`config.mk`:
```
export PLATFORM = sky130hd
export DESIGN_NAME = player_life_ctrl
export DESIGN_NICKNAME = d
export VERILOG_FILES = /design/src/rtl/player_life_ctrl.sv
export SDC_FILE = /design/constraint.sdc
export NUM_CORES = 1
export LEC_CHECK = 0
export ABC_AREA = 0
export CAP_MARGIN = 20
export CORE_MARGIN = 2
export CORE_UTILIZATION = 59
export CTS_BUF_LIST = sky130_fd_sc_hd__clkbuf_4 sky130_fd_sc_hd__clkbuf_8
export DETAILED_ROUTE_END_ITERATION = 16
export GPL_TIMING_DRIVEN = 1
export PLACE_DENSITY = 0.82
export REMOVE_ABC_BUFFERS = 1
export SETUP_SLACK_MARGIN = 0.05
export SLEW_MARGIN = 10
export SYNTH_ARGS = -nofsm -noshare
export SYNTH_HDL_FRONTEND = slang
export SYNTH_SLANG_ARGS = --single-unit
```
`constraint.sdc`:
```
create_clock -name clk -period 2.56 [get_ports clk]
set_clock_uncertainty 0.15 [all_clocks]
set_input_delay 0.256 -clock clk [delete_from_list [all_inputs] [get_ports clk]]
set_output_delay 0.256 -clock clk [all_outputs]
set_load 0.02 [all_outputs]
```
`src/rtl/player_life_ctrl.sv`:
```
// player_life_ctrl: life-cycle sequencer for the player.
// It gates movement, times the death animation, counts lives, requests
// respawns to the start cell and flags game over.
// Ports:
//   clk, resetN            - clock, asynchronous active-low reset
//   startOfFrame           - one-cycle pulse per video frame
//   game_start             - one-cycle start/restart request
//   collision              - level-sensitive player-vs-enemy hit
//   extra_life             - one-cycle bonus-life pulse
//   player_enable          - movement allowed
//   respawn_pulse          - one-cycle request to reload the start position
//   invulnerable           - post-respawn immunity window active
//   death_frame[1:0]       - death animation phase 0..3
//   lives[2:0]             - remaining lives
//   game_over              - game-over flag
//   state[2:0]             - IDLE=0, PLAYING=1, DYING=2, GAME_OVER=3
// Every output is a register.
module player_life_ctrl #(
  parameter int INITIAL_LIVES = 3,
  parameter int MAX_LIVES     = 7,
  parameter int DEATH_FRAMES  = 64,
  parameter int INVULN_FRAMES = 60
) (
  input  logic       clk,
  input  logic       resetN,
  input  logic       startOfFrame,
  input  logic       game_start,
  input  logic       collision,
  input  logic       extra_life,
  output logic       player_enable,
  output logic       respawn_pulse,
  output logic       invulnerable,
  output logic [1:0] death_frame,
  output logic [2:0] lives,
  output logic       game_over,
  output logic [2:0] state
);

  typedef enum logic [2:0] {
    ST_IDLE      = 3'd0,
    ST_PLAYING   = 3'd1,
    ST_DYING     = 3'd2,
    ST_GAME_OVER = 3'd3
  } state_t;

  localparam logic [2:0] INIT_LIVES_C = 3'(INITIAL_LIVES);
  localparam logic [2:0] MAX_LIVES_C  = 3'(MAX_LIVES);
  localparam logic [7:0] DEATH_LAST_C = 8'(DEATH_FRAMES - 1);
  localparam logic [7:0] INVULN_C     = 8'(INVULN_FRAMES);
  // Phase is the top two bits of the log2(DEATH_FRAMES)-bit frame count.
  localparam int         DF_MSB       = $clog2(DEATH_FRAMES) - 1;

  state_t     state_q, state_d;
  logic [2:0] lives_q, lives_d;
  logic [7:0] frame_cnt_q, frame_cnt_d;
  logic [7:0] invuln_cnt_q, invuln_cnt_d;
  logic       respawn_d;
  logic [2:0] lives_inc_s;

  logic       player_enable_q, respawn_q, invuln_q, game_over_q;
  logic [1:0] death_frame_q;

  // Next-state, counter and lives computation.
  always_comb begin
    state_d      = state_q;
    lives_d      = lives_q;
    frame_cnt_d  = frame_cnt_q;
    invuln_cnt_d = invuln_cnt_q;
    respawn_d    = 1'b0;

    if (lives_q >= MAX_LIVES_C) begin
      lives_inc_s = MAX_LIVES_C;
    end else begin
      lives_inc_s = lives_q + 3'd1;
    end

    case (state_q)
      ST_IDLE, ST_GAME_OVER: begin
        if (game_start) begin
          state_d      = ST_PLAYING;
          lives_d      = INIT_LIVES_C;
          invuln_cnt_d = 8'd0;
          respawn_d    = 1'b1;
        end else begin
          state_d      = state_q;
        end
      end
      ST_PLAYING: begin
        if (startOfFrame && (invuln_cnt_q != 8'd0)) begin
          invuln_cnt_d = invuln_cnt_q - 8'd1;
        end else begin
          invuln_cnt_d = invuln_cnt_q;
        end
        if (collision && (invuln_cnt_q == 8'd0)) begin
          // The death wins over a coincident startOfFrame: frame_cnt starts at 0.
          state_d     = ST_DYING;
          frame_cnt_d = 8'd0;
          if (extra_life) begin
            lives_d = lives_q;            // bonus cancels the loss
          end else if (lives_q == 3'd0) begin
            lives_d = 3'd0;
          end else begin
            lives_d = lives_q - 3'd1;
          end
        end else if (extra_life) begin
          lives_d = lives_inc_s;
        end else begin
          lives_d = lives_q;
        end
      end
      ST_DYING: begin
        if (extra_life) begin
          lives_d = lives_inc_s;
        end else begin
          lives_d = lives_q;
        end
        if (startOfFrame) begin
          if (frame_cnt_q == DEATH_LAST_C) begin
            frame_cnt_d = 8'd0;
            // Uses the post-bonus count so a last-frame extra life respawns.
            if (lives_d == 3'd0) begin
              state_d = ST_GAME_OVER;
            end else begin
              state_d      = ST_PLAYING;
              respawn_d    = 1'b1;
              invuln_cnt_d = INVULN_C;
            end
          end else begin
            frame_cnt_d = frame_cnt_q + 8'd1;
          end
        end else begin
          frame_cnt_d = frame_cnt_q;
        end
      end
      default: begin
        state_d = ST_IDLE;
      end
    endcase
  end

  // State, counters and registered outputs.
  always_ff @(posedge clk or negedge resetN) begin
    if (!resetN) begin
      state_q         <= ST_IDLE;
      lives_q         <= INIT_LIVES_C;
      frame_cnt_q     <= 8'd0;
      invuln_cnt_q    <= 8'd0;
      player_enable_q <= 1'b0;
      respawn_q       <= 1'b0;
      invuln_q        <= 1'b0;
      death_frame_q   <= 2'd0;
      game_over_q     <= 1'b0;
    end else begin
      state_q         <= state_d;
      lives_q         <= lives_d;
      frame_cnt_q     <= frame_cnt_d;
      invuln_cnt_q    <= invuln_cnt_d;
      player_enable_q <= (state_d == ST_PLAYING);
      respawn_q       <= respawn_d;
      invuln_q        <= (state_d == ST_PLAYING) && (invuln_cnt_d != 8'd0);
      death_frame_q   <= (state_d == ST_DYING) ? frame_cnt_d[DF_MSB -: 2] : 2'd0;
      game_over_q     <= (state_d == ST_GAME_OVER);
    end
  end

  assign state         = state_q;
  assign lives         = lives_q;
  assign player_enable = player_enable_q;
  assign respawn_pulse = respawn_q;
  assign invulnerable  = invuln_q;
  assign death_frame   = death_frame_q;
  assign game_over     = game_over_q;

endmodule
```
After elaboration in Yosys (flattened, before gate mapping):

Cells that the tools add are included.

* add/subtract/negate cells: 4
* reductions and logical operators: 14
* eq/ne operators: 11
* $lt $le $gt $ge: 1
* mux-type cells: 30

Operators by type and width (number)
* 2-to-1 mux 8 bit: 8
* 2-to-1 mux 3 bit: 11
* case mux 8 bit (3 select lines): 1
* case mux 3 bit (3 select lines): 2
* case mux 8 bit (2 select lines): 1
* nonzero test 8 bit: 2
* == test 3 x 2 -> 1 bit (second input constant): 4
* zero test 3 bit: 3
* adder 8 x 1 -> 8 bit (second input constant): 1
* == test 8 x 6 -> 1 bit (second input constant): 1
* zero test 8 bit: 1
* subtractor 8 x 1 -> 8 bit (second input constant): 1
* == test 3 x 1 -> 1 bit (second input constant): 2
* inequality test 2 bit (second input constant): 3
* AND reduction 3 bit: 2
* 2-to-1 mux 1 bit: 4
* 2-to-1 mux 2 bit: 2
* adder 3 x 1 -> 3 bit (second input constant): 1
* greater-or-equal comparator 3 bit (second input constant): 1
* logical AND 1 bit: 3
* inequality test 3 bit (second input constant): 1
* nonzero test 3 bit: 1
* subtractor 3 x 1 -> 3 bit (second input constant): 1
* case mux 1 bit (2 select lines): 1
* other kinds (2): 2

* bits in registers: 28
* word-level logic and storage cells: 70

Depth between registers and ports, before layout:

* depth in word-level cells: 11
* gate-level depth with buffers: 8
* gate-level depth less buffers: 8

Worst setup path after synthesis:

Ideal clock, no wire load.

* kind: register to register
* start: reg lives_q[1], in the netlist lives[1]
* end: reg invuln_q, in the netlist invulnerable
* period minus slack after synthesis: 2.397 ns
* cell stages (with the launch flop): 9
* library setup time: 0.138 ns
* setup slack: 0.163 ns
* arrival time: 2.109 ns
* cells stage by stage: dfstp_2 -> ha_1 -> ha_1 -> nor4b_1 -> o2bb2ai_1 -> o211ai_1 -> nand2_1 -> a211oi_1 -> a311oi_1

* word-level cells in the longest chain between the ends: 11
* elaborated cells on any way between the ends: 17

Ends and longest elaborated chain
* from (decl): RTL line 54 `logic [2:0] lives_q, lives_d;`
* from (signal assigned): RTL line 155 `lives_q <= lives_d;`
* adder 3 x 1 -> 3 bit or greater-or-equal comparator 3 bit (tied branches): RTL line 74, 71
* 2-to-1 mux 3 bit: RTL line 71 `if (lives_q >= MAX_LIVES_C) begin`
* 2-to-1 mux 3 bit *
* 2-to-1 mux 3 bit *: RTL line 77 `case (state_q)`
* zero test 3 bit *: RTL line 121 `if (lives_d == 3'd0) begin`
* 2-to-1 mux 8 bit or 2-to-1 mux 2 bit (tied branches): RTL line 121
* 2-to-1 mux 8 bit or 2-to-1 mux 3 bit (tied branches): RTL line 118 `if (frame_cnt_q == DEATH_LAST_C) begin`
* 2-to-1 mux 8 bit or 2-to-1 mux 3 bit (tied branches): RTL line 117 `if (startOfFrame) begin`
* case mux 8 bit (3 select lines) or case mux 3 bit (3 select lines) (tied branches): RTL line 77
* nonzero test 8 bit or == test 3 x 1 -> 1 bit (tied branches): RTL line 160 `invuln_q <= (state_d == ST_PLAYING) && (invuln_cnt_d != 8'd0);`
* logical AND 1 bit *: RTL line 160
* to (signal assigned): RTL line 160
* to (decl): RTL line 60 `logic player_enable_q, respawn_q, invuln_q, game_over_q;`

Every way passes the cells marked *; elsewhere a longest branch is shown, timed or not. The select of a mux whose other input is x is not followed.
A chain may end at the register's enable or synchronous reset.

Worst setup path after layout:

* start: reg invuln_cnt_q[0]
* end: reg invuln_q, in the netlist invulnerable

* word-level cells in the longest chain between the ends: 6
* elaborated cells on any way between the ends: 16

Ends and longest elaborated chain
* from (decl): RTL line 56 `logic [7:0] invuln_cnt_q, invuln_cnt_d;`
* from (signal assigned): RTL line 157 `invuln_cnt_q <= invuln_cnt_d;`
* branches (longest 5 deep; another with subtractor 8 x 1 -> 8 bit)
* logical AND 1 bit *: RTL line 160

Mark *: on every way between the ends.

==> out/metrics.cfg <==
[drt]
wl_per_cell_um = 16.5
vias = 1801
drc_errors = 0
vias_per_cell = 6.39
antenna_left = 0
dr.pass1.iters = 5
wl_um = 4660
drt_iter0_drc = 102

[critical_path]
endpoint_kind = flop
crit_family = simple AND/OR/NAND/NOR gates
crit_path_max_incr_delay_ns = 0.52
cp_data_required_time_ns = 2.63
worstRegToRegCells = 8
worstPathMaxFanout = 4
path_buf_inv = 1
slowest_stage = or3b_2
worst_ep_arrival_time_ns = 2.54
cp-start-kind = flop
startpoint = invuln_cnt_q[0]
critPathKind = reg2reg
r2r-start = invuln_cnt_q[0]
r2r_slack_ns = 0.09
r2r-end = invulnerable
worstPathCellList = inv_1, ha_1, or3b_2, o211ai_2, xor2_1, o211ai_1, nor4_1, a311oi_1

[timing]
worstMarginPinSlew_ns = 0.499
finalCritPeriodShare = 0.963
drv_slew = 0
finalSetupViolCount = 0
rsz0062_at_grt = yes
setup_tns_ns = 0
fin_crit_ns = 2.47
relSlewSlack = 0.665
hold_viol_final = 0
max_freq_ghz = 0.406

[synthesis]
syn_area_sq_mm = 0.00187
async_flop_share = 1.00
synth_edf_count = 0
ys_seq_area_frac = 0.375
syn_area_per_cell_sq_um = 8.84
ys_ff_latch = 28
synthDistinctLibCells = 62
syn_inst = 212
yosys_warnings = 0
ys.flop_type = dfrtp_1

[cts]
cts_sinks = 28
cts_buffers = 3
clk_pin_slew_ns = 0.15
cts.htree.levels = 1
clk_latency_ns = 0.33
root_buffer = clkbuf_4
cts_tree = yes
cts_buffer_depth = 2

[placed_design]
hpwl_um = 3270
placed_area_sq_mm = 0.00212
gp_congestion = 0.867
portBuffers = 17
dp.cells = 274

[cells_and_area]
fin_cells = 282
antennaDiodeCount = 0
layout-drive-gt1-share = 0.181
stdcell_area_sq_mm = 0.00227
area_growth_pct = 21.1
postLayoutCoreUtil = 0.750
fin_nets = 252

[power_and_ir_drop]
netSwitchingPower_uw = 309
pwr-share-comb = 0.260
power.total_uw = 1060
irDropWorstVdd_uv = 284
p_int_uw = 750
power_frac_seq = 0.465
power.clock.fraction = 0.275
powerDensity_mw_per_mm2 = 466
leakagePower_uw = 0.000991
p_sw_frac = 0.292

[die]
fp.dieArea_sq_mm = 0.00364
io-pin-count = 18
dieWidth_um = 60.4
die_h_um = 60.4
rows = 20
start_util = 0.619
coreArea_sq_mm = 0.00303

[global_route]
antenna_found_initial = 0
globalRoute.totalOverflow = 0
grt_max_degree = 29
grt_pass1_vias = 1621
grt_usage = 0.278
grt_pass1_wl_um = 7650

[hold_path]
hold_class = in2async

[job]
maxCapViolations = 0

[outcome]
status = complete, no violations

## layer usage
layer | vias to the layer above | GRT usage | part of all wire
li1 | 832 | - | -
met1 | 849 | 0.410 | 0.44
met2 | 108 | 0.436 | 0.46
met3 | 12 | 0.0299 | 0.082
met4 | 0 | 0.0762 | 0.014
met5 | - | 0 | 0
## layout by cell type, fill, tap and decap left out, types with 2 or more instances in the layout
cell             instances
nand2b_1                 5
ha_4                     3
and2_1                   3
clkbuf_4                 3
nor3_1                   4
a31o_2                   2
a211oi_1                 2
mux2i_1                  2
o31ai_1                  3
a311oi_1                 2
nor4_1                   3
o211ai_1                 3
nand2_1                 19
o21ai_0                 16
dfstp_2                  2
ha_1                     4
a21oi_1                 17
clkdlybuf4s50_1         17
buf_4                   12
dfrtp_1                 26
xor2_1                   2
a31oi_1                  4
nor2_1                  21
inv_1                   10
nor4_2                   2
o21bai_1                 3
and3_1                   3
nand3_1                  8
## sequential cells by signal (all words and copies together) (netlist names)
name and count:
invuln_cnt_q 8, player_enable 1, respawn_pulse 1, state 3, frame_cnt_q 8, invulnerable 1
game_over 1, death_frame 2, lives 3
## worst max path at each step
stage          cells after the start           end
3_3_place_gp                       8     game_over
4_1_cts                            8  invulnerable
6_report                           8  invulnerable
3_5_place_dp                       8  invulnerable
2_1_floorplan                      8  invulnerable
5_1_grt                            8  invulnerable
## area by class of cell
class	count	area, sq um
flip-flops and latches	28	703
clock buffers	3	22.5
fillers	216	758
well taps	44	55.1
inverters	11	41.3
multi-input cells	166	1160
clock inverters	1	30.0
repair buffers	29	260
## metrics by stage
step,hold slack (ns),setup WS (ns)
final,0.126,0.0948
after global routing,0.173,-0.0868
after CTS,0.149,0.101
after detailed placement,0.390,-0.0322
after global placement,0.358,0.112
after floorplan,-0.190,0.163
## cell families (layout without fill, tap and decap cells)
| logic type | after synthesis | in the layout | synth area share |
|---|---|---|---|
| AOI/OAI and AO/OA | 70 | 70 | 0.252 |
| xor gates and xnor gates | 2 | 2 | 0.00935 |
| adders and majority gates | 7 | 7 | 0.0467 |
| buffers and inverters | 18 | 44 | 0.0447 |
| DFF | 28 | 28 | 0.375 |
| muxes | 2 | 2 | 0.0107 |
| other | 1 | 1 | 0.00200 |
| and+or+nand+nor | 84 | 84 | 0.259 |
## cell usage after synthesis, drive strengths merged (2+ instances only)
cell type,n,area share
dfrtp,26,0.35
nor2,21,0.042
a211oi,3,0.012
or3b,2,0.0093
inv,11,0.022
or4,2,0.010
dfstp,2,0.028
o31ai,3,0.012
a21oi,18,0.050
nor4,5,0.023
a21boi,2,0.010
o21bai,3,0.012
ha,7,0.047
buf,5,0.018
nand2,19,0.038
xor2,2,0.0093
nor3b,2,0.013
clkbuf,2,0.0047
a31oi,4,0.013
a311oi,2,0.0093
nor4b,2,0.013
nand3,9,0.027
and2,3,0.010
mux2i,2,0.011
o211ai,4,0.019
nand2b,5,0.017
a31o,2,0.0093
and3,3,0.010
o21ai,17,0.047
nor3,4,0.011
## repair_timing
action | in CTS | in global routing
gates resized for setup | 1 | 9
hold buffers | 0 | 0
pin swaps | 1 | 7
setup endpoints to repair | 3 | 6
buffers inserted | 3 | 1
## power by group through the flow
stage	Clock, uW	Sequential [uW]	Combinational, uW
2_1_floorplan	0	514	111
3_3_place_gp	0	498	213
3_5_place_dp	0	500	220
4_1_cts	294	488	236
5_1_grt	310	496	303
6_report	291	492	276
No activity file was read; power rests on OpenSTA's default activity.
